<file path="config.mk">
export PLATFORM = sky130hd
export DESIGN_NAME = mixer_i2s_tx_flat
export DESIGN_NICKNAME = d
export VERILOG_FILES = /design/src/rtl/mixer_i2s_tx_if.sv /design/src/rtl/mixer_i2s_tx.sv /design/src/flat_wrapper.sv
export SDC_FILE = /design/constraint.sdc
export NUM_CORES = 1
export LEC_CHECK = 0
export CELL_PAD_IN_SITES_DETAIL_PLACEMENT = 1
export CELL_PAD_IN_SITES_GLOBAL_PLACEMENT = 2
export CORE_AREA = 2 2 147 177
export CTS_CLUSTER_SIZE = 16
export DETAILED_ROUTE_END_ITERATION = 8
export DIE_AREA = 0 0 149 179
export MAX_ROUTING_LAYER = met4
export PLACE_DENSITY = 0.94
export SLEW_MARGIN = 20
export SYNTH_ARGS = -nofsm -noshare
export SYNTH_HDL_FRONTEND = slang
export SYNTH_SLANG_ARGS = --single-unit
</file>
<file path="constraint.sdc">
create_clock -name clk -period 7.9 [get_ports clk]
set_clock_uncertainty 0.2 [all_clocks]
set_input_delay 1.58 -clock clk [delete_from_list [all_inputs] [get_ports clk]]
set_output_delay 1.58 -clock clk [all_outputs]
set_load 0.1 [all_outputs]
</file>
<file path="src/rtl/mixer_i2s_tx_if.sv">
// Mono sample handshake between the mixer (master) and the I2S transmitter (slave).
// The mixer answers mixed_ready with a one-cycle mixed_valid pulse one cycle later.
interface mixer_i2s_tx_if #(
    parameter int AUDIO_WIDTH_P = 24
);
    logic [AUDIO_WIDTH_P-1:0] mixed_data;
    logic                     mixed_valid;
    logic                     mixed_ready;

    modport master (
        output mixed_data,
        output mixed_valid,
        input  mixed_ready
    );

    modport slave (
        input  mixed_data,
        input  mixed_valid,
        output mixed_ready
    );
endinterface

</file>
<file path="src/rtl/mixer_i2s_tx.sv">
// Buffers mono mixer samples in a small FIFO and sends each one as a stereo I2S frame
// (same sample in both slots, MSB first, left-justified, one-bit lrclk delay).
module mixer_i2s_tx #(
    parameter int AUDIO_WIDTH_P = 24,
    parameter int SLOT_WIDTH_P  = 32,
    parameter int FIFO_DEPTH_P  = 8,
    parameter int BCLK_DIV_P    = 2
) (
    input  logic                            clk,
    input  logic                            rst_n,
    mixer_i2s_tx_if.slave                   mix,
    input  logic                            cr_enable,
    output logic                            i2s_bclk,
    output logic                            i2s_lrclk,
    output logic                            i2s_sdata,
    output logic [$clog2(FIFO_DEPTH_P):0]   sr_fifo_level,
    output logic [15:0]                     sr_underflow_cnt,
    output logic [15:0]                     sr_overflow_cnt
);
    localparam int LVL_W = $clog2(FIFO_DEPTH_P) + 1;
    localparam int PTR_W = $clog2(FIFO_DEPTH_P);
    localparam int B_W   = $clog2(2 * SLOT_WIDTH_P);
    localparam int DIV_W = $clog2(BCLK_DIV_P);

    typedef enum logic {ST_IDLE, ST_RUN} state_t;

    state_t                   r_state, w_state_nxt;
    logic                     w_start, w_stop, w_run;

    logic [DIV_W-1:0]         r_div;
    logic                     r_bclk, r_lrclk, r_sdata;
    logic [B_W-1:0]           r_b;
    logic [AUDIO_WIDTH_P-1:0] r_sample;

    logic [AUDIO_WIDTH_P-1:0] r_mem [FIFO_DEPTH_P];
    logic [PTR_W-1:0]         r_wptr, r_rptr;
    logic [LVL_W-1:0]         r_level;
    logic                     r_ready;
    logic [15:0]              r_udf_cnt, r_ovf_cnt;

    logic                     w_tc, w_fall, w_pop, w_empty, w_full;
    logic                     w_pop_ok, w_push_ok, w_ovf, w_udf;
    logic [B_W-1:0]           w_b_nxt, w_b_eff, w_slot_bit;
    logic [LVL_W-1:0]         w_level_nxt;
    logic [AUDIO_WIDTH_P-1:0] w_sample_nxt, w_shl;
    logic                     w_sdata_nxt, w_lrclk_nxt;

    // Run/idle control: edges of cr_enable start or abort the serial engine
    always_ff @(posedge clk or negedge rst_n) begin
        if (!rst_n) r_state <= ST_IDLE;
        else        r_state <= w_state_nxt;
    end

    always_comb begin
        w_state_nxt = r_state;
        w_start     = 1'b0;
        w_stop      = 1'b0;
        case (r_state)
            ST_IDLE: if (cr_enable) begin
                w_start     = 1'b1;
                w_state_nxt = ST_RUN;
            end
            ST_RUN: if (!cr_enable) begin
                w_stop      = 1'b1;
                w_state_nxt = ST_IDLE;
            end
            default: w_state_nxt = ST_IDLE;
        endcase
    end

    assign w_run = (r_state == ST_RUN) && cr_enable;

    always_comb begin
        w_tc     = (r_div == DIV_W'(BCLK_DIV_P - 1));
        w_fall   = w_run && w_tc && r_bclk;
        w_b_nxt  = (r_b == B_W'(2 * SLOT_WIDTH_P - 1)) ? '0 : r_b + B_W'(1);
        w_pop    = w_start || (w_fall && (w_b_nxt == '0));
        w_empty  = (r_level == '0);
        w_full   = (r_level == LVL_W'(FIFO_DEPTH_P));
        w_pop_ok = w_pop && !w_empty;
        // A full FIFO still accepts a sample when a frame-start pop frees a slot that cycle
        w_push_ok = mix.mixed_valid && (!w_full || w_pop_ok);
        w_ovf     = mix.mixed_valid && !w_push_ok;
        w_udf     = w_pop && w_empty;
        w_level_nxt = w_stop ? '0
                    : r_level + LVL_W'(w_push_ok) - LVL_W'(w_pop_ok);

        w_sample_nxt = r_sample;
        if (w_pop) w_sample_nxt = w_empty ? '0 : r_mem[r_rptr];

        w_b_eff    = w_start ? '0 : w_b_nxt;
        w_slot_bit = (w_b_eff >= B_W'(SLOT_WIDTH_P)) ? w_b_eff - B_W'(SLOT_WIDTH_P) : w_b_eff;
        // Shifting past the sample width yields the zero padding of the slot tail
        w_shl       = w_sample_nxt << w_slot_bit;
        w_sdata_nxt = w_shl[AUDIO_WIDTH_P-1];
        w_lrclk_nxt = (w_b_eff >= B_W'(SLOT_WIDTH_P - 1)) &&
                      (w_b_eff <= B_W'(2 * SLOT_WIDTH_P - 2));
    end

    // Divider and serial engine; sdata/lrclk only move on bclk falling edges
    always_ff @(posedge clk or negedge rst_n) begin
        if (!rst_n) begin
            r_div    <= '0;
            r_bclk   <= 1'b0;
            r_lrclk  <= 1'b0;
            r_sdata  <= 1'b0;
            r_b      <= '0;
            r_sample <= '0;
        end else if (w_stop) begin
            r_div    <= '0;
            r_bclk   <= 1'b0;
            r_lrclk  <= 1'b0;
            r_sdata  <= 1'b0;
            r_b      <= '0;
            r_sample <= '0;
        end else if (w_start || w_run) begin
            r_div    <= (w_start || w_tc) ? '0 : r_div + DIV_W'(1);
            r_sample <= w_sample_nxt;
            if (w_start)   r_bclk <= 1'b0;
            else if (w_tc) r_bclk <= ~r_bclk;
            if (w_start || w_fall) begin
                r_b     <= w_b_eff;
                r_sdata <= w_sdata_nxt;
                r_lrclk <= w_lrclk_nxt;
            end
        end
    end

    always_ff @(posedge clk) begin
        if (w_push_ok && !w_stop) r_mem[r_wptr] <= mix.mixed_data;
    end

    always_ff @(posedge clk or negedge rst_n) begin
        if (!rst_n) begin
            r_wptr  <= '0;
            r_rptr  <= '0;
            r_level <= '0;
            r_ready <= 1'b0;
        end else begin
            r_level <= w_level_nxt;
            // One slot held back for the mixer's valid that trails ready by a cycle
            r_ready <= cr_enable && (w_level_nxt < LVL_W'(FIFO_DEPTH_P - 1));
            if (w_stop) begin
                r_wptr <= '0;
                r_rptr <= '0;
            end else begin
                if (w_push_ok) r_wptr <= r_wptr + PTR_W'(1);
                if (w_pop_ok)  r_rptr <= r_rptr + PTR_W'(1);
            end
        end
    end

    always_ff @(posedge clk or negedge rst_n) begin
        if (!rst_n) begin
            r_udf_cnt <= '0;
            r_ovf_cnt <= '0;
        end else begin
            if (w_udf && (r_udf_cnt != 16'hFFFF)) r_udf_cnt <= r_udf_cnt + 16'd1;
            if (w_ovf && (r_ovf_cnt != 16'hFFFF)) r_ovf_cnt <= r_ovf_cnt + 16'd1;
        end
    end

    assign mix.mixed_ready   = r_ready;
    assign i2s_bclk          = r_bclk;
    assign i2s_lrclk         = r_lrclk;
    assign i2s_sdata         = r_sdata;
    assign sr_fifo_level     = r_level;
    assign sr_underflow_cnt  = r_udf_cnt;
    assign sr_overflow_cnt   = r_ovf_cnt;
endmodule

</file>
<file path="src/flat_wrapper.sv">
// flat-port wrapper written by rule: the top's interface ports become plain ports
module mixer_i2s_tx_flat 
#(
    parameter int AUDIO_WIDTH_P = 24,
    parameter int SLOT_WIDTH_P  = 32,
    parameter int FIFO_DEPTH_P  = 8,
    parameter int BCLK_DIV_P    = 2
)
  (clk, rst_n, cr_enable, i2s_bclk, i2s_lrclk, i2s_sdata, sr_fifo_level, sr_underflow_cnt, sr_overflow_cnt, mix_mixed_data, mix_mixed_valid, mix_mixed_ready);
  mixer_i2s_tx_if #(.AUDIO_WIDTH_P(AUDIO_WIDTH_P)) mix_i ();
  input  logic clk;
  input  logic rst_n;
  input  logic cr_enable;
  output logic i2s_bclk;
  output logic i2s_lrclk;
  output logic i2s_sdata;
  output logic [$clog2(FIFO_DEPTH_P):0] sr_fifo_level;
  output logic [15:0] sr_underflow_cnt;
  output logic [15:0] sr_overflow_cnt;
  input wire logic [$bits(mix_i.mixed_data)-1:0] mix_mixed_data;
  input wire logic [$bits(mix_i.mixed_valid)-1:0] mix_mixed_valid;
  output wire logic [$bits(mix_i.mixed_ready)-1:0] mix_mixed_ready;
  assign mix_i.mixed_data = mix_mixed_data;
  assign mix_i.mixed_valid = mix_mixed_valid;
  assign mix_mixed_ready = mix_i.mixed_ready;
  mixer_i2s_tx #(.AUDIO_WIDTH_P(AUDIO_WIDTH_P), .SLOT_WIDTH_P(SLOT_WIDTH_P), .FIFO_DEPTH_P(FIFO_DEPTH_P), .BCLK_DIV_P(BCLK_DIV_P)) u_core (.clk(clk), .rst_n(rst_n), .mix(mix_i), .cr_enable(cr_enable), .i2s_bclk(i2s_bclk), .i2s_lrclk(i2s_lrclk), .i2s_sdata(i2s_sdata), .sr_fifo_level(sr_fifo_level), .sr_underflow_cnt(sr_underflow_cnt), .sr_overflow_cnt(sr_overflow_cnt));
endmodule
</file>
---- Word-level counts from Yosys, hierarchy flattened ----
Memory sizes are Yosys's and may differ from the RTL's.
Index checks and enable logic that the tools add are counted.
Widths: inputs -> output; s select.
storage, ports and cells
  bits in registers ....................... 78
  logic and storage cells ................. 98
  memories kept ........................... 1
  bits in writable memories ............... 192
  ROM bits ................................ 0
  latch bits .............................. 0
  bits of input ports ..................... 28
memories
  name          words  width  rd ports  clocked after memory_dff  wr ports  line                source
  u_core.r_mem  8      24     1         0                         1         mixer_i2s_tx.sv:35  logic [AUDIO_WIDTH_P-1:0] r_mem [FIFO_DEPTH_P];
operators by class
  equality and inequality tests ........... 4
  bitwise operators ....................... 1
  reductions and logical operators ........ 31
  mux-type cells .......................... 34
  multiply operators ...................... 0
  magnitude comparators ................... 4
  shift-type cells ........................ 1
  add/subtract/negate cells ............... 9
  div/mod/pow operators ................... 0
operator list
  cell                   number
  $mux 24                4
  $mux 6                 6
  $add 16x1->16 const B  2
  $ne 16x16->1 const B   2
  $shl 24x6->24          1
  $mux 1                 19
  $logic_and 1x1->1      13
  $mux 3                 4
  $reduce_bool 2->1      4
  $add 3x1->3 const B    2
  $add 6x1->6 const B    1
  $eq 6x6->1 const B     1
  $ge 6x5->1 const B     1
  $ge 6x6->1 const B     1
  $le 6x6->1 const B     1
  $logic_not 6->1        1
  $sub 6x6->6 const B    1
  $logic_or 1x1->1       5
  $add 4x1->4            1
  $eq 4x4->1 const B     1
  $logic_not 1->1        4
  $logic_not 4->1        1
  $lt 4x3->1 const B     1
  $mux 4                 1
  5 further kinds        6

---- Longest topological paths before layout ----
  depth after elaboration ................. 13
  mapped depth ............................ 15
  mapped depth without buffers ............ 14

---- Worst setup path before layout ----
Ideal clock, no wire load.
  path type ............................... input port to flip-flop
  start ................................... in cr_enable
  end ..................................... mem u_core.r_mem[1][0] (enable)
  required time ........................... 7.265 ns
  library setup time ...................... 0.435 ns
  arrival time ............................ 4.801 ns
  path slack .............................. 2.464 ns
  stages .................................. 8
  cell sequence ........................... buf_2 inv_1 nor2_1 a21oi_2 nor2_2 o21ai_1 or3b_2 nor3_1
between the ends
  cells in the longest elaborated chain, start to end .. 11
RTL lines
  element                           line                 source
  from (decl)                       flat_wrapper.sv:13   input logic cr_enable;
  $logic_and 1x1->1                 mixer_i2s_tx.sv:71   assign w_run = (r_state == ST_RUN) && cr_enable;
  $logic_and 1x1->1 (2 in a row)    mixer_i2s_tx.sv:75   w_fall = w_run && w_tc && r_bclk;
  $logic_and 1x1->1                 mixer_i2s_tx.sv:77   w_pop = w_start || (w_fall && (w_b_nxt == '0));
  $logic_or 1x1->1                  mixer_i2s_tx.sv:77
  $logic_and 1x1->1                 mixer_i2s_tx.sv:80   w_pop_ok = w_pop && !w_empty;
  $logic_or 1x1->1                  mixer_i2s_tx.sv:82   w_push_ok = mix.mixed_valid && (!w_full || w_pop_ok);
  $logic_and 1x1->1                 mixer_i2s_tx.sv:82
  $logic_and 1x1->1 (*)             mixer_i2s_tx.sv:130  if (w_push_ok && !w_stop) r_mem[r_wptr] <= mix.mixed_data;
  $mux 1 (*)                        mixer_i2s_tx.sv:130
  $mux 1 (not written as such) (*)  mixer_i2s_tx.sv:130
  to (decl)                         mixer_i2s_tx.sv:35
Mark *: on every way between the ends. The rest lies on a longest branch, timed or not.

---- Final worst setup path ----
  start ................................... in cr_enable
  end ..................................... mem u_core.r_mem[1][16] (enable)
Same word-level chain as after synthesis.

==> results.txt <==
The run finished with clean final reports. Of the cells placed in the final design, the portion with a size suffix greater than 1 is 16.1%. In this run the number of cells on the critical path is 9. The final route contains 6747 vias.

Synthesis produced a netlist whose cell count is 768. For the final routed database, the setup TNS stands at 0 ps. In this run the tool buffered the top-level ports with 67 buffer cells. The via count of the first global-routing pass was 7219; the final count of hold timing violations was 0.

Mean routed wirelength per cell: 21.7 um. Summing all flip-flop and latch instances after layout gives 7720 um2. Row generation in the floorplan step produced 64 rows. Clock tree synthesis inserted a total of 27 buffers.

The pre-antenna-repair detailed-routing pass consisted of 4 iterations. The floorplan die height was 179 um. The share of the Yosys chip area taken by registers is 66.7%. The synthesized design contains 192 enable-type register cells. The path class of the tightest hold or removal check is register to register. In this run the cell area of the synthesized design comes to 11600 um2. At the later pin of the worst-skew pair, clock insertion delay measures 540 ps. The run gives 16.4 mm as the post-DP HPWL.

Leaving out fill and tap cells, the most frequent cell in the layout is sky130_fd_sc_hd__edfxtp_1. The clock period minus final worst setup slack is 5500 ps, and the global-route wire length before repair is 40.8 mm. After the last flow step, the layout net total stands at 883.

The level count of the clock H-tree is 1. The largest individual stage delay along the critical path comes from the cell sky130_fd_sc_hd__clkdlybuf4s50_1. The share of the clock period used by the worst path works out to 69.6%.

Class of the most critical setup path: primary input to register. The maximum clock insertion buffer count was 3; the synthesized area per cell was 15.1 um2. Routability-driven placement finished with a final weighted congestion of 0.802. Summing all multi-input logic gate instances after layout gives 3650 um2. The tightest hold path in the finished design has a slack of 283 ps.

The maximum cell stage delay along the critical path was 1030 ps; the worst slew margin relative to its limit was 34.0%. The critical path contains buffers and inverters numbering 3 combined. The run gives 0 as the post-cts sizing count.

The starting density of the core came out at 46.0%. The number of hold buffers added after CTS was 0. The total power density per cell area is 314 nW/um2. The layout overhead on the synthesized area works out to 16.7%. The logs give 0 for the antenna violation net count after detailed routing and 5480 ps for the arrival time at the worst endpoint. The biggest area contributor in the post-synthesis netlist is sky130_fd_sc_hd__edfxtp_1. After synthesis the netlist holds a flip-flop and latch count of 270. The run gives 20.6% as the total routing usage reported by global routing. Setup repair after global routing left no endpoint under its margin. The initial antenna violation count is 0. The tools report the startpoint type of the worst setup path as a primary input. For the worst setup path, the data required time is 7880 ps. The standard cell core area was 25100 um2; the slew at the pin closest to its max-slew limit was 988 ps. The total routed wirelength was 25.8 mm. The die is 149 um wide. The netlist uses 68 different library cells.

Timing would allow up to 182 MHz. The logs give 0 for the synthesis warning total and 2388 for the count of filler cells inserted in the layout. Max-cap violations in this run came to 0. The DRC violation total after the first TritonRoute iteration is 431.

The logic depth of the worst register-to-register path works out to 10. The top flip-flop cell by instance count after synthesis was sky130_fd_sc_hd__edfxtp_1. The count of pins on the block boundary was 68; the cell depth of the worst hold path was 1. Across the VDD grid, the largest voltage drop is 0.233 mV. For this run, asynchronously set or reset flops after synthesis account for 28.9%.

The routed via count divided by cell count was 5.66. The run gives 4.75 nW as the leakage power. The tree is rooted in a sky130_fd_sc_hd__clkbuf_16. TritonCTS built the clock tree.

Ranked by total cell area, the synthesized netlist is headed by sky130_fd_sc_hd__edfxtp_1 50%, sky130_fd_sc_hd__dfrtp_1 17%, sky130_fd_sc_hd__mux4_2 8.6%. In the routed design, unresolved DRC markers number 0. 0 antenna diodes ended up in the layout.

The signal on the critical path passes through clkdlybuf4s50_1, inv_1, nor2_1, a21oi_4, nor2_2, o21ai_1, or3b_2, nor3_2, buf_4. Among cell families on the critical path, the largest total delay comes from buffers and inverters. In this run the worst path has a maximum fanout of 24.

The number of post-CTS setup repair buffers was 0; the number of endpoints failing setup at the final stage was 0. Synthesis produced a netlist with a net count of 809. Clock-pin slew was measured on the worst setup and hold paths at 60 ps. Entering global routing, the biggest net connects 79 pins. For the final max-slew violation count, the log shows 0.

Leaving out fill and tap cells, the most frequent cells in the layout are 192 x sky130_fd_sc_hd__edfxtp_1, 82 x sky130_fd_sc_hd__nand2_1, 76 x sky130_fd_sc_hd__dfrtp_1. The worst setup path is captured at a register. Global routing finished with a remaining overflow of 0.

The die covers 26700 um2. After synthesis, the largest area contributor takes up 49.8% of total cell area. The run gives 270 as the number of clock sinks.
-- routing by layer --
metal	up-vias	part of all wire, %	global-route usage [%]
li1	3083	-	-
met1	3457	42	25.7
met2	146	52	34.8
met3	61	3.3	2.72
met4	0	3.2	7.14
met5	-	0	-
-- registers in the layout (all words and copies together) (netlist names), 3 cells and up --
signal                   cells
u_core.r_mem               192
u_core.r_sample             24
u_core.sr_overflow_cnt      16
u_core.sr_underflow_cnt     16
u_core.r_b                   6
u_core.sr_fifo_level         4
u_core.r_rptr                3
u_core.r_wptr                3
-- cells in the mapped netlist (12+ instances only) --
cell type / n
sky130_fd_sc_hd__ha_1: 12
sky130_fd_sc_hd__nand2_1: 82
sky130_fd_sc_hd__nand3_1: 20
sky130_fd_sc_hd__edfxtp_1: 192
sky130_fd_sc_hd__mux2i_1: 29
sky130_fd_sc_hd__xnor2_1: 28
sky130_fd_sc_hd__dfrtp_1: 78
sky130_fd_sc_hd__a21oi_1: 17
sky130_fd_sc_hd__buf_2: 16
sky130_fd_sc_hd__clkbuf_1: 13
sky130_fd_sc_hd__inv_1: 12
sky130_fd_sc_hd__mux4_2: 44
sky130_fd_sc_hd__o21ai_0: 31
sky130_fd_sc_hd__nor3_1: 19
sky130_fd_sc_hd__nor2_1: 37
sky130_fd_sc_hd__mux2_2: 14
-- power by group --
group / total [mW] / leakage (nW) / internal [mW] / switching, mW
Combinational: 1.20 / 1.56 / 0.446 / 0.751
Sequential: 1.80 / 2.78 / 1.70 / 0.104
Clock: 1.24 / 0.407 / 0.723 / 0.519
Total: 4.24 / 4.75 / 2.87 / 1.37
-- final timing paths --
path | from | endpoint | slack [ps]
setup / recovery | cr_enable | u_core.r_mem[1][16]$_DFFE_PP_ | 2400
hold / removal | u_core.sr_overflow_cnt[8]$_DFFE_PN0P_ | u_core.sr_overflow_cnt[8]$_DFFE_PN0P_ | 280
setup reg to reg | u_core.r_b[0]$_DFFE_PN0P_ | u_core.r_mem[1][16]$_DFFE_PP_ | 4010
hold reg to reg | u_core.sr_overflow_cnt[8]$_DFFE_PN0P_ | u_core.sr_overflow_cnt[8]$_DFFE_PN0P_ | 280
max in group asynchronous | rst_n | u_core.r_sample[7]$_DFFE_PN0P_ | 6180
min in group asynchronous | rst_n | u_core.sr_underflow_cnt[8]$_DFFE_PN0P_ | 730
-- through the flow --
stage	total power, mW	utilization, %	instances	area [um2]	setup slack, ps
after floorplan	2.67	-	768	11600	2460
after global placement	2.98	50.2	1142	12600	2030
after detailed placement	3.03	50.2	1142	12600	1900
after CTS	4.28	53.6	1190	13500	2440
after global routing	4.43	53.7	1191	13500	2090
final	4.24	53.7	1191	13500	2400
-- final cells by class --
class	count	share of cell area (%)
multi-input cells	447	27.0
clock buffers	32	5.14
inverters	12	0.334
flip-flops and latches	270	57.2
well taps	330	3.06
clock inverters	16	1.18
repair buffers	84	6.04
-- cells by family after synthesis --
group | after synthesis | synth area share (%)
buffers and inverters | 51 | 2.02
and+or+nand+nor | 202 | 8.13
xor gates and xnor gates | 39 | 2.95
AOI/OAI and AO/OA | 106 | 6.26
adders and majority gates | 13 | 1.47
muxes | 87 | 12.4
DFF | 270 | 66.7
No activity file was read; power rests on OpenSTA's default activity.
